===== src/rtl/uart_rx_frame_check_if.sv =====
// uart_rx_frame_check_if: sampler-side inputs and frame-result outputs of the UART RX frame checker
interface uart_rx_frame_check_if #(
  parameter int DATA_WIDTH = 8,
  parameter int CNT_WIDTH  = 8
);
  logic                  Frame_Start;
  logic                  Sample_Valid;
  logic                  Sampled_bit;
  logic                  PAR_EN;
  logic                  PAR_TYP;
  logic                  STP_2;
  logic                  Err_Clr;
  logic [DATA_WIDTH-1:0] P_DATA;
  logic                  Data_Valid;
  logic                  Frame_Done;
  logic                  Str_err;
  logic                  Par_err;
  logic                  Stp_err;
  logic                  Busy;
  logic [CNT_WIDTH-1:0]  Str_cnt;
  logic [CNT_WIDTH-1:0]  Par_cnt;
  logic [CNT_WIDTH-1:0]  Stp_cnt;
  modport master (
    output Frame_Start, Sample_Valid, Sampled_bit, PAR_EN, PAR_TYP, STP_2, Err_Clr,
    input  P_DATA, Data_Valid, Frame_Done, Str_err, Par_err, Stp_err, Busy, Str_cnt, Par_cnt, Stp_cnt
  );
  modport slave (
    input  Frame_Start, Sample_Valid, Sampled_bit, PAR_EN, PAR_TYP, STP_2, Err_Clr,
    output P_DATA, Data_Valid, Frame_Done, Str_err, Par_err, Stp_err, Busy, Str_cnt, Par_cnt, Stp_cnt
  );
endinterface


===== src/rtl/uart_rx_frame_check.sv =====
// uart_rx_frame_check: walks a UART frame bit by bit, flags start/parity/stop errors and counts them
module uart_rx_frame_check #(
  parameter int DATA_WIDTH = 8,
  parameter int CNT_WIDTH  = 8
) (
  input logic                 CLK,
  input logic                 RST,
  uart_rx_frame_check_if.slave bus
);
  localparam int BW = $clog2(DATA_WIDTH);
  typedef enum logic [2:0] {IDLE, START, DATA, PARITY, STOP1, STOP2, DONE} state_t;
  state_t                r_state, w_next;
  logic                  r_par_en, r_par_typ, r_stp_2;
  logic                  r_str_err, r_par_err, r_stp_err;
  logic [DATA_WIDTH-1:0] r_shift, r_p_data;
  logic [BW-1:0]         r_bit_cnt;
  logic [CNT_WIDTH-1:0]  r_str_cnt, r_par_cnt, r_stp_cnt;
  logic                  w_sv, w_bit, w_last, w_par_exp, w_done, w_start;
  assign w_sv      = bus.Sample_Valid;
  assign w_bit     = bus.Sampled_bit;
  assign w_last    = r_bit_cnt == BW'(DATA_WIDTH - 1);
  assign w_par_exp = ^r_shift ^ r_par_typ;
  assign w_done    = r_state == DONE;
  assign w_start   = r_state == IDLE && bus.Frame_Start;
  always_ff @(posedge CLK or negedge RST)
    if (!RST) r_state <= IDLE;
    else r_state <= w_next;
  always_comb begin
    w_next = r_state;
    case (r_state)
      IDLE:    w_next = bus.Frame_Start ? START : IDLE;
      START:   w_next = !w_sv ? START : w_bit ? DONE : DATA;
      DATA:    w_next = !(w_sv && w_last) ? DATA : r_par_en ? PARITY : STOP1;
      PARITY:  w_next = w_sv ? STOP1 : PARITY;
      STOP1:   w_next = !w_sv ? STOP1 : r_stp_2 ? STOP2 : DONE;
      STOP2:   w_next = w_sv ? DONE : STOP2;
      default: w_next = IDLE;
    endcase
  end
  always_ff @(posedge CLK or negedge RST)
    if (!RST) begin
      {r_par_en, r_par_typ, r_stp_2, r_str_err, r_par_err, r_stp_err} <= '0;
      r_shift   <= '0;
      r_p_data  <= '0;
      r_bit_cnt <= '0;
      r_str_cnt <= '0;
      r_par_cnt <= '0;
      r_stp_cnt <= '0;
    end else begin
      if (w_start) begin
        {r_par_en, r_par_typ, r_stp_2} <= {bus.PAR_EN, bus.PAR_TYP, bus.STP_2};
        {r_str_err, r_par_err, r_stp_err} <= '0;
        r_bit_cnt <= '0;
      end
      if (w_sv) begin
        if (r_state == START && w_bit) r_str_err <= 1'b1;
        if (r_state == DATA) begin
          r_shift   <= {w_bit, r_shift[DATA_WIDTH-1:1]};
          r_bit_cnt <= r_bit_cnt + 1'b1;
        end
        if (r_state == PARITY && w_bit != w_par_exp) r_par_err <= 1'b1;
        if ((r_state == STOP1 || r_state == STOP2) && !w_bit) r_stp_err <= 1'b1;
      end
      // only the stop-bit path reaches DONE with a full word; an aborted start keeps the old P_DATA
      if (w_next == DONE && r_state != START && r_state != DONE) r_p_data <= r_shift;
      r_str_cnt <= bus.Err_Clr ? '0 : (w_done && r_str_err && !(&r_str_cnt)) ? r_str_cnt + 1'b1 : r_str_cnt;
      r_par_cnt <= bus.Err_Clr ? '0 : (w_done && r_par_err && !(&r_par_cnt)) ? r_par_cnt + 1'b1 : r_par_cnt;
      r_stp_cnt <= bus.Err_Clr ? '0 : (w_done && r_stp_err && !(&r_stp_cnt)) ? r_stp_cnt + 1'b1 : r_stp_cnt;
    end
  assign bus.P_DATA     = r_p_data;
  assign bus.Frame_Done = w_done;
  assign bus.Data_Valid = w_done && !(r_str_err || r_par_err || r_stp_err);
  assign bus.Str_err    = r_str_err;
  assign bus.Par_err    = r_par_err;
  assign bus.Stp_err    = r_stp_err;
  assign bus.Busy       = r_state != IDLE;
  assign bus.Str_cnt    = r_str_cnt;
  assign bus.Par_cnt    = r_par_cnt;
  assign bus.Stp_cnt    = r_stp_cnt;
endmodule


===== src/flat_wrapper.sv =====
// flat-port wrapper written by rule: the top's interface ports become plain ports
module uart_rx_frame_check_flat 
#(
  parameter int DATA_WIDTH = 8,
  parameter int CNT_WIDTH  = 8
)
  (CLK, RST, bus_Frame_Start, bus_Sample_Valid, bus_Sampled_bit, bus_PAR_EN, bus_PAR_TYP, bus_STP_2, bus_Err_Clr, bus_P_DATA, bus_Data_Valid, bus_Frame_Done, bus_Str_err, bus_Par_err, bus_Stp_err, bus_Busy, bus_Str_cnt, bus_Par_cnt, bus_Stp_cnt);
  uart_rx_frame_check_if #(.DATA_WIDTH(DATA_WIDTH), .CNT_WIDTH(CNT_WIDTH)) bus_i ();
  input logic CLK;
  input logic RST;
  input wire logic [$bits(bus_i.Frame_Start)-1:0] bus_Frame_Start;
  input wire logic [$bits(bus_i.Sample_Valid)-1:0] bus_Sample_Valid;
  input wire logic [$bits(bus_i.Sampled_bit)-1:0] bus_Sampled_bit;
  input wire logic [$bits(bus_i.PAR_EN)-1:0] bus_PAR_EN;
  input wire logic [$bits(bus_i.PAR_TYP)-1:0] bus_PAR_TYP;
  input wire logic [$bits(bus_i.STP_2)-1:0] bus_STP_2;
  input wire logic [$bits(bus_i.Err_Clr)-1:0] bus_Err_Clr;
  output wire logic [$bits(bus_i.P_DATA)-1:0] bus_P_DATA;
  output wire logic [$bits(bus_i.Data_Valid)-1:0] bus_Data_Valid;
  output wire logic [$bits(bus_i.Frame_Done)-1:0] bus_Frame_Done;
  output wire logic [$bits(bus_i.Str_err)-1:0] bus_Str_err;
  output wire logic [$bits(bus_i.Par_err)-1:0] bus_Par_err;
  output wire logic [$bits(bus_i.Stp_err)-1:0] bus_Stp_err;
  output wire logic [$bits(bus_i.Busy)-1:0] bus_Busy;
  output wire logic [$bits(bus_i.Str_cnt)-1:0] bus_Str_cnt;
  output wire logic [$bits(bus_i.Par_cnt)-1:0] bus_Par_cnt;
  output wire logic [$bits(bus_i.Stp_cnt)-1:0] bus_Stp_cnt;
  assign bus_i.Frame_Start = bus_Frame_Start;
  assign bus_i.Sample_Valid = bus_Sample_Valid;
  assign bus_i.Sampled_bit = bus_Sampled_bit;
  assign bus_i.PAR_EN = bus_PAR_EN;
  assign bus_i.PAR_TYP = bus_PAR_TYP;
  assign bus_i.STP_2 = bus_STP_2;
  assign bus_i.Err_Clr = bus_Err_Clr;
  assign bus_P_DATA = bus_i.P_DATA;
  assign bus_Data_Valid = bus_i.Data_Valid;
  assign bus_Frame_Done = bus_i.Frame_Done;
  assign bus_Str_err = bus_i.Str_err;
  assign bus_Par_err = bus_i.Par_err;
  assign bus_Stp_err = bus_i.Stp_err;
  assign bus_Busy = bus_i.Busy;
  assign bus_Str_cnt = bus_i.Str_cnt;
  assign bus_Par_cnt = bus_i.Par_cnt;
  assign bus_Stp_cnt = bus_i.Stp_cnt;
  uart_rx_frame_check #(.DATA_WIDTH(DATA_WIDTH), .CNT_WIDTH(CNT_WIDTH)) u_core (.CLK(CLK), .RST(RST), .bus(bus_i));
endmodule

===== config.mk =====
export PLATFORM = sky130hd
export DESIGN_NAME = uart_rx_frame_check_flat
export DESIGN_NICKNAME = d
export VERILOG_FILES = /design/src/rtl/uart_rx_frame_check_if.sv /design/src/rtl/uart_rx_frame_check.sv /design/src/flat_wrapper.sv
export SDC_FILE = /design/constraint.sdc
export NUM_CORES = 1
export LEC_CHECK = 0
export ABC_CLOCK_PERIOD_IN_PS = 1600
export BUFFER_PORTS_ARGS = -buffer_cell sky130_fd_sc_hd__buf_2
export CORE_ASPECT_RATIO = 1.4
export CORE_MARGIN = 1.5
export CORE_UTILIZATION = 50
export DETAILED_ROUTE_END_ITERATION = 6
export PLACE_DENSITY = 0.87
export RECOVER_POWER = 100
export SYNTH_ARGS = -nofsm -noshare
export SYNTH_HDL_FRONTEND = slang
export SYNTH_SLANG_ARGS = --single-unit

===== constraint.sdc =====
create_clock -name CLK -period 1.6 [get_ports CLK]
set_input_delay 0.32 -clock CLK [delete_from_list [all_inputs] [get_ports CLK]]
set_output_delay 0.32 -clock CLK [all_outputs]
set_load 0.02 [all_outputs]

==> flow_summary.ini, run 1 <==
[run_status]
run_status = finished, violations left
violations = negative setup slack

[floorplan]
fp.dieArea_um2 = 5600
fp.dieH_um = 88.0
pin_count = 47
row_count = 30
die_w_um = 63.7
core_area_um2 = 4920
start_util_pct = 52.4

[routing]
drc = 0
dr.pass1.iters = 6
ant_nets = 0
routed_wl_um = 6230
num_vias = 2153
post_drt_via_cell_ratio = 5.65
routedWlPerCell_um = 16.3
dr.first_iter.drc_count = 158

[worst_setup_path]
crit_type = reg2out
critPathArrivalTime_ps = 1410
cp.required_ps = 1280
end_kind = primary output
crit_path_max_fanout = 4
cp-start-kind = flip-flop

[timing]
slew_violations = 0
fin_ws_ps = -127
max_freq_ghz = 0.579
finalSetupViolations = 7
tightest_slew_ps = 927
fin_crit_ps = 1730
post-route-period-util_pct = 108
final_hold_viol_count = 0
maxSlewHeadroom_pct = 38.2
whs_ps = 242
worst_clock_skew_ps = 4.12
rsz0062_at_grt = yes

[clock_tree]
root_buffer = clkbuf_8
cts_tree = done
cts_sinks = 52
numCtsBuffers = 5
cts_buffer_depth = 2
clkLatencyLatePin_ps = 310
htreeDepth = 2
clk_pin_slew_worst_paths_ps = 90

[pwr]
p_per_area_nw_per_um2 = 1460
vdd_ir_drop_max_uv = 1240
p_leak_uw = 0.00171

[synth]
yosys_register_bits = 52
synthFlopType = dfrtp_1
yosysSeqAreaShare_pct = 50.5
synth_area_leaders = dfrtp_1 (50%), mux2_2 (8.7%), xor2_1 (3.1%), nor2_1 (2.6%), nand2_1 (2.5%)
ys_warn_count = 0
async_flop_share_pct = 100
yosys.area.top_type = dfrtp_1
netlist_area_um2 = 2580
synth_top_area_share_pct = 50.5
ys_types = 44
synthCells = 232
synth_enable_flop_cells = 0
syn_nets = 246
avgSynthCellArea_um2 = 11.1

[placed_design]
dp_cells = 357
gp_congestion = 0.836
portBuffers = 46
hpwl_um = 4140

[finish]
nets = 330
fillers = 362
area_growth_pct = 35.2
antenna_cells = 0
fin_cells = 381
multi_input_area_um2 = 1350
drive_gt1_share_pct = 46.1
fin_util_pct = 70.9
ff_latch_area_um2 = 1310

[global_route]
antenna_found_initial = 0
grt_pass1_wl_um = 9660
grt_max_degree = 26
grt_pass1_vias = 2140
grt_remaining_overflow = 0
grt_use_total_pct = 22.3

[run]
cap_violations = 0

[worst_hold_path]
hold_class = in2reg
synthesized netlist by cell type (all sizes together), types with 4 or more instances:
master / number
o21ai: 13
inv: 5
nand2: 17
and3: 4
nand4: 4
a21oi: 12
xor2: 9
nand3: 10
o31ai: 6
ha: 5
dfrtp: 52
or3: 5
mux2: 20
xnor2: 7
mux2i: 5
or4: 4
nor2: 18
buf: 7
where the power goes:
| group | switching [uW] | internal [uW] |
|---|---|---|
| Combinational | 941 | 1060 |
| Sequential | 269 | 1600 |
| Clock | 442 | 782 |
| Total | 1650 | 3450 |
registers in the layout, summed over array words and instances (netlist names):
register,cells
u_core.bus.P_DATA,8
u_core.bus.Par_cnt,8
u_core.bus.Par_err,1
u_core.bus.Stp_cnt,8
u_core.bus.Stp_err,1
u_core.bus.Str_cnt,8
u_core.bus.Str_err,1
u_core.r_bit_cnt,3
u_core.r_par_en,1
u_core.r_par_typ,1
u_core.r_shift,8
u_core.r_state,3
u_core.r_stp_2,1
metrics by stage:
| stage | setup WS [ps] | setup TNS (ps) | power, uW | area [um^2] |
|---|---|---|---|---|
| final | -127 | -317 | 5100 | 3480 |
| after global routing | -190 | -1510 | 5330 | 3480 |
| after CTS | -115 | -500 | 4930 | 3310 |
| after detailed placement | -55.4 | -137 | 3550 | 3060 |
| after global placement | -13.5 | -13.5 | 3460 | 3060 |
| after floorplan | 3.95 | 0 | 2980 | 2610 |
logic make-up (layout without fill, tap and decap cells):
group | Yosys count | after routing | synth area share [%]
simple gates | 77 | 77 | 16.5
flops | 52 | 52 | 50.5
compound gates | 42 | 42 | 10.6
mux | 25 | 25 | 10.7
xor+xnor | 17 | 17 | 6.31
buf+inv | 14 | 99 | 2.96
fa+ha+maj | 5 | 5 | 2.43
path summary, 6_finish.rpt:
kind | startpoint | to | slack, ps | cells past startpoint
worst max-delay path | u_core.r_state[1] | bus_Busy | -130 | 5
worst min-delay path | bus_STP_2 | u_core.r_stp_2 | 240 | 2
worst max register to register | u_core.r_state[1] | u_core.bus.Par_cnt[4] | -30 | 7
worst min register to register | u_core.bus.P_DATA[1] | u_core.bus.P_DATA[1] | 510 | 1
max in group asynchronous | RST | u_core.r_state[1] | 210 | 3
min in group asynchronous | RST | u_core.bus.Stp_cnt[5] | 650 | 2
routing by layer:
| layer | global-route usage [%] | vias up | wire length (um) |
|---|---|---|---|
| met2 | 41.5 | 76 | 3370 |
| met5 | 0 | - | 0 |
| met4 | 9.88 | 0 | 153 |
| met3 | 4.37 | 15 | 305 |
| li1 | - | 1001 | - |
| met1 | 24.4 | 1061 | 2400 |
final cells by class:
cell class              count  share of cell area (%)
inverters                   5                   0.539
repair buffers             86                    16.4
multi-input cells         166                    38.7
flip-flops and latches     52                    37.5
clock inverters             3                    2.59
well taps                  64                    2.30
clock buffers               5                    1.97
layout by cell type (no fill, tap or decap), drive strengths merged, types with 7 or more instances in the layout:
cell type / n
dfrtp: 52
nand2: 17
nand3: 10
o21ai: 13
mux2: 20
buf: 84
xnor2: 7
a21oi: 12
xor2: 9
nor2: 18
worst max-delay path: stages (launching register included):
cell and delay (ps):
dfrtp_2 450, buf_4 150, buf_4 130, nor3_4 150, inv_1 80, buf_6 130
repair_timing:
action / CTS / global route
setup endpoints to repair: 17 / 40
pin swaps: 4 / 13
endpoints found under the hold margin: 15 / 0
resized for setup: 12 / 30
hold buffers: 1 / 0
setup buffers: 6 / 9
Note: power is estimated with default switching activity, not from simulation.
==> inputs of run 2 (changes only) <==
Settings changed: ABC_AREA set to 1, CORE_UTILIZATION 50 to 51.
==> flow_summary.ini, run 2 <==
[run_status]
run_status = finished, violations left
violations = negative setup slack

[timing]
final_hold_viol_count = 0
setup_tns_ps = -8.34
tightest_slew_ps = 700
finalSetupViolations = 1
slew_violations = 0
worst_clock_skew_ps = 8.41
max_freq_ghz = 0.622
whs_ps = 247
rsz0062_at_grt = yes
maxSlewHeadroom_pct = 53.4
fin_ws_ps = -8.34
post-route-period-util_pct = 101
fin_crit_ps = 1610

[placed_design]
portBuffers = 46
gp_congestion = 0.897
dp_cells = 457
hpwl_um = 4430

[floorplan]
die_w_um = 65.6
fp.dieH_um = 90.7
core_area_um2 = 5240
start_util_pct = 53.5
pin_count = 47
fp.dieArea_um2 = 5950
row_count = 31

[finish]
nets = 419
fin_util_pct = 62.6
drive_gt1_share_pct = 16.5
antenna_cells = 0
fin_cells = 472
most-common-layout-cells = nand2_1 (101), dfrtp_1 (50), nand3_1 (35), clkbuf_1 (35), inv_1 (27)
fillers = 492
final_common_cell = nand2_1
area_growth_pct = 17.2

[global_route]
grt_pass1_wl_um = 10500
grt_remaining_overflow = 0
antenna_found_initial = 0
grt_max_degree = 53
grt_pass1_vias = 2424
grt_use_total_pct = 22.3

[pwr]
vdd_ir_drop_max_uv = 992
p_leak_uw = 0.00160
p_per_area_nw_per_um2 = 1320

[clock_tree]
root_buffer = clkbuf_8
numCtsBuffers = 5
clkLatencyLatePin_ps = 310
htreeDepth = 2
cts_buffer_depth = 2
cts_tree = done
cts_sinks = 52
clk_pin_slew_worst_paths_ps = 100

[run]
cap_violations = 0

[routing]
dr.first_iter.drc_count = 172
routedWlPerCell_um = 13.5
routed_wl_um = 6380
num_vias = 2528
post_drt_via_cell_ratio = 5.36
ant_nets = 0
dr.pass1.iters = 4
drc = 0

[worst_setup_path]
crit_chain = nor4_4, buf_4
end_kind = primary output
critPathArrivalTime_ps = 1290
crit_type = reg2out
crit_path_max_fanout = 5
cp-start-kind = flip-flop
worst-path-stages = 2
critPathMaxStageDelay_ps = 480
critPathBufInv = 1
cp.required_ps = 1280
critical_path.top_delay_family = flip-flops
rr_worst_depth = 9
cpMaxStageDelayCell = dfrtp_1

[synth]
yosys.area.top_type = dfrtp_1
yosysMostFrequentCell = nand2_1
netlist_area_um2 = 2800
ys_warn_count = 0
ys_types = 35
synthCells = 344
syn_nets = 358
synthFlopType = dfrtp_1
synth_top_area_share_pct = 46.5
yosys_register_bits = 52
synth_common_cells = nand2_1 (102), dfrtp_1 (52), nand3_1 (35)
async_flop_share_pct = 100
synth_enable_flop_cells = 0
avgSynthCellArea_um2 = 8.14
synth_area_leaders = dfrtp_1 (46%), nand2_1 (14%), nand3_1 (6.3%), inv_1 (3.5%), nor2_1 (3.5%)
yosysSeqAreaShare_pct = 46.5

[worst_hold_path]
min_path_cells = 2
hold_class = in2reg
run 2: final timing paths:
check,slack [ps],start,to
max in group asynchronous,410,RST,u_core.r_state[1]
worst max register to register,20,u_core.bus.Str_cnt[1],u_core.bus.Str_cnt[0]
min in group asynchronous,690,RST,u_core.bus.Stp_cnt[4]
worst min-delay path,250,bus_PAR_EN,u_core.r_par_en
worst min register to register,500,u_core.r_bit_cnt[0],u_core.r_bit_cnt[0]
worst max-delay path,-8,u_core.bus.Par_err,bus_Data_Valid
run 2: report_power, final:
| part | switching, uW | internal (uW) |
|---|---|---|
| combinational | 1090 | 573 |
| sequential | 275 | 1630 |
| clock | 447 | 310 |
| total | 1810 | 2510 |
run 2: per-stage QoR:
step | setup slack (ps) | total power [uW] | instance area (um^2)
floorplan | 34.2 | 3100 | 2800
global placement | 80.0 | 3490 | 3160
detailed placement | 7.53 | 3580 | 3160
CTS | -20.3 | 4420 | 3310
global route | -74.7 | 4670 | 3280
finish | -8.34 | 4320 | 3280
run 2: what timing repair did:
item / in CTS / in global routing
setup endpoints to repair: 6 / 16
cloned: 1 / 0
hold buffers: 1 / 0
resized for setup: 6 / 12
pin swaps: 1 / 5
hold endpoints to repair: 17 / 0
setup buffers: 2 / 3
run 2: area by class of cell:
cell class	instances	area, um^2	area share (%)
sequential	52	1300	39.8
clock inverter	3	23.8	0.725
timing repair buffer	60	304	9.27
inverter	35	133	4.04
tap	66	82.6	2.52
multi-input combinational	251	1360	41.6
clock buffer	5	68.8	2.10
run 2: cells by family (layout without fill, tap and decap cells):
logic type / after synthesis / count (layout) / share of synthesized area [%]
buffers and inverters: 42 / 103 / 6.17
xor gates and xnor gates: 14 / 14 / 4.38
DFF: 52 / 52 / 46.5
AOI/OAI and AO/OA: 36 / 36 / 8.23
muxes: 2 / 2 / 0.805
adders and majority gates: 5 / 5 / 2.24
and+or+nand+nor: 193 / 194 / 31.7
run 2: per-layer routing:
layer | vias up | part of all wire [%] | GRT usage, %
li1 | 1246 | - | -
met1 | 1213 | 41 | 26.2
met2 | 59 | 54 | 40.2
met3 | 10 | 3.4 | 4.86
met4 | 0 | 1.2 | 5.73
met5 | - | 0 | 0
==> inputs of run 3 (changes only) <==
Settings changed: CORE_MARGIN 1.5 to 3.
==> flow_summary.ini, run 3 (synthesis results as in run 2) <==
[floorplan]
fp.dieH_um = 93.7
start_util_pct = 53.5
fp.dieArea_um2 = 6430
die_w_um = 68.6
row_count = 31
pin_count = 47
core_area_um2 = 5240

[worst_setup_path]
critPathArrivalTime_ps = 1320
rr_worst_depth = 9
cp-start-kind = flip-flop
cp.required_ps = 1280
rr_startpoint = u_core.bus.Str_cnt[1]
crit_path_max_fanout = 4
end_kind = primary output
setup.worst_path.start = u_core.r_state[0]
crit_type = reg2out

[timing]
fin_ws_ps = -36.5
fin_crit_ps = 1640
finalSetupViolations = 1
tightest_slew_ps = 709
max_freq_ghz = 0.611
final_hold_viol_count = 0
post-route-period-util_pct = 102
slew_violations = 0
worst_clock_skew_ps = 5.34
maxSlewHeadroom_pct = 52.8
rsz0062_at_grt = yes

[placed_design]
hpwl_um = 4690
gp_congestion = 0.860
portBuffers = 46

[run_status]
violations = negative setup slack
run_status = finished, violations left

[clock_tree]
cts_tree = done
cts_sinks = 52
clk_pin_slew_worst_paths_ps = 90
cts_buffer_depth = 2
root_buffer = clkbuf_8
clkLatencyLatePin_ps = 310
numCtsBuffers = 5
htreeDepth = 2

[routing]
routedWlPerCell_um = 13.8
post_drt_via_cell_ratio = 5.32
drc = 0
ant_nets = 0
dr.first_iter.drc_count = 157
dr.pass1.iters = 4
routed_wl_um = 6590
num_vias = 2541

[finish]
antenna_cells = 0
drive_gt1_share_pct = 26.0
most-common-layout-cells = nand2_1 (100), dfrtp_1 (49), buf_2 (35)
nets = 425
final_common_cell = nand2_1
fin_util_pct = 66.4
area_growth_pct = 24.2
fillers = 430

[worst_hold_path]
min_from = bus_PAR_EN
min_path_cells = 2
hold_class = in2reg

[global_route]
antenna_found_initial = 0
grt_pass1_vias = 2455
grt_pass1_wl_um = 10700
grt_max_degree = 53
grt_use_total_pct = 21.8
grt_remaining_overflow = 0

[pwr]
p_per_area_nw_per_um2 = 1410
p_leak_uw = 0.00180
finalPower_uw = 4890
vdd_ir_drop_max_uv = 1100

[run]
cap_violations = 0
==> run 3: cell types whose count changed in the layout (fill, tap and decap cells not counted), sizes merged <==
cell and change:
bufinv +3, clkinvlp -2, clkinv -1, buf +32, clkbuf -26
==> run 3: cell type report <==
class / instances / area (um^2) / share of cell area (%)
Clock buffer: 5 / 68.8 / 1.98
Clock inverter: 3 / 90.1 / 2.59
Inverter: 35 / 133 / 3.81
Multi-Input combinational cell: 251 / 1410 / 40.5
Sequential cell: 52 / 1310 / 37.5
Tap cell: 66 / 82.6 / 2.37
Timing Repair Buffer: 66 / 389 / 11.2
==> run 3: worst paths after layout <==
kind / endpoint / slack, ps
max: bus_Data_Valid / -40
min: u_core.r_par_en / 240
min reg2reg: u_core.r_bit_cnt[0] / 520
max reg2reg: u_core.bus.Str_cnt[5] / 70
min in group asynchronous: u_core.bus.Str_cnt[6] / 690
max in group asynchronous: u_core.r_state[1] / 400
==> run 3: worst max-delay path, stage by stage, from the launching register on <==
cell     delay (ps)
dfrtp_1         430
inv_2           110
nand3_4          90
nor4_4          180
buf_4           190
==> run 3: power breakdown <==
group | total, uW | switching (uW) | internal [uW] | leakage (uW)
registers | 1920 | 289 | 1630 | 0.000682
clock network | 1230 | 444 | 781 | 0.0000784
logic | 1750 | 1110 | 632 | 0.00104
==> run 3: what timing repair did <==
item	in CTS	in global routing
endpoints found under the setup margin	3	26
hold buffers	0	1
cloned	1	0
pin swaps	1	6
resized for setup	5	17
hold endpoints to repair	0	13
buffers inserted	0	11
==> run 3: metrics by stage <==
| step | hold WS [ps] | setup slack (ps) | setup TNS (ps) | area (um^2) | cells |
|---|---|---|---|---|---|
| 2_1_floorplan | 24.4 | 34.2 | 0 | 2800 | 344 |
| 3_3_place_gp | 333 | 110 | 0 | 3160 | 457 |
| 3_5_place_dp | 337 | 4.18 | 0 | 3160 | 457 |
| 4_1_cts | 2.37 | -98.8 | -98.8 | 3350 | 466 |
| 5_1_grt | 243 | -131 | -349 | 3480 | 478 |
| 6_report | 237 | -36.5 | -36.5 | 3480 | 478 |
==> run 3: metal layers <==
layer	part of all wire (%)	vias to the layer above	GRT usage, %
met4	1.4	0	7.96
met2	55	64	39.0
li1	-	1260	-
met1	39	1207	24.3
met5	0	-	0
met3	4.9	10	5.03
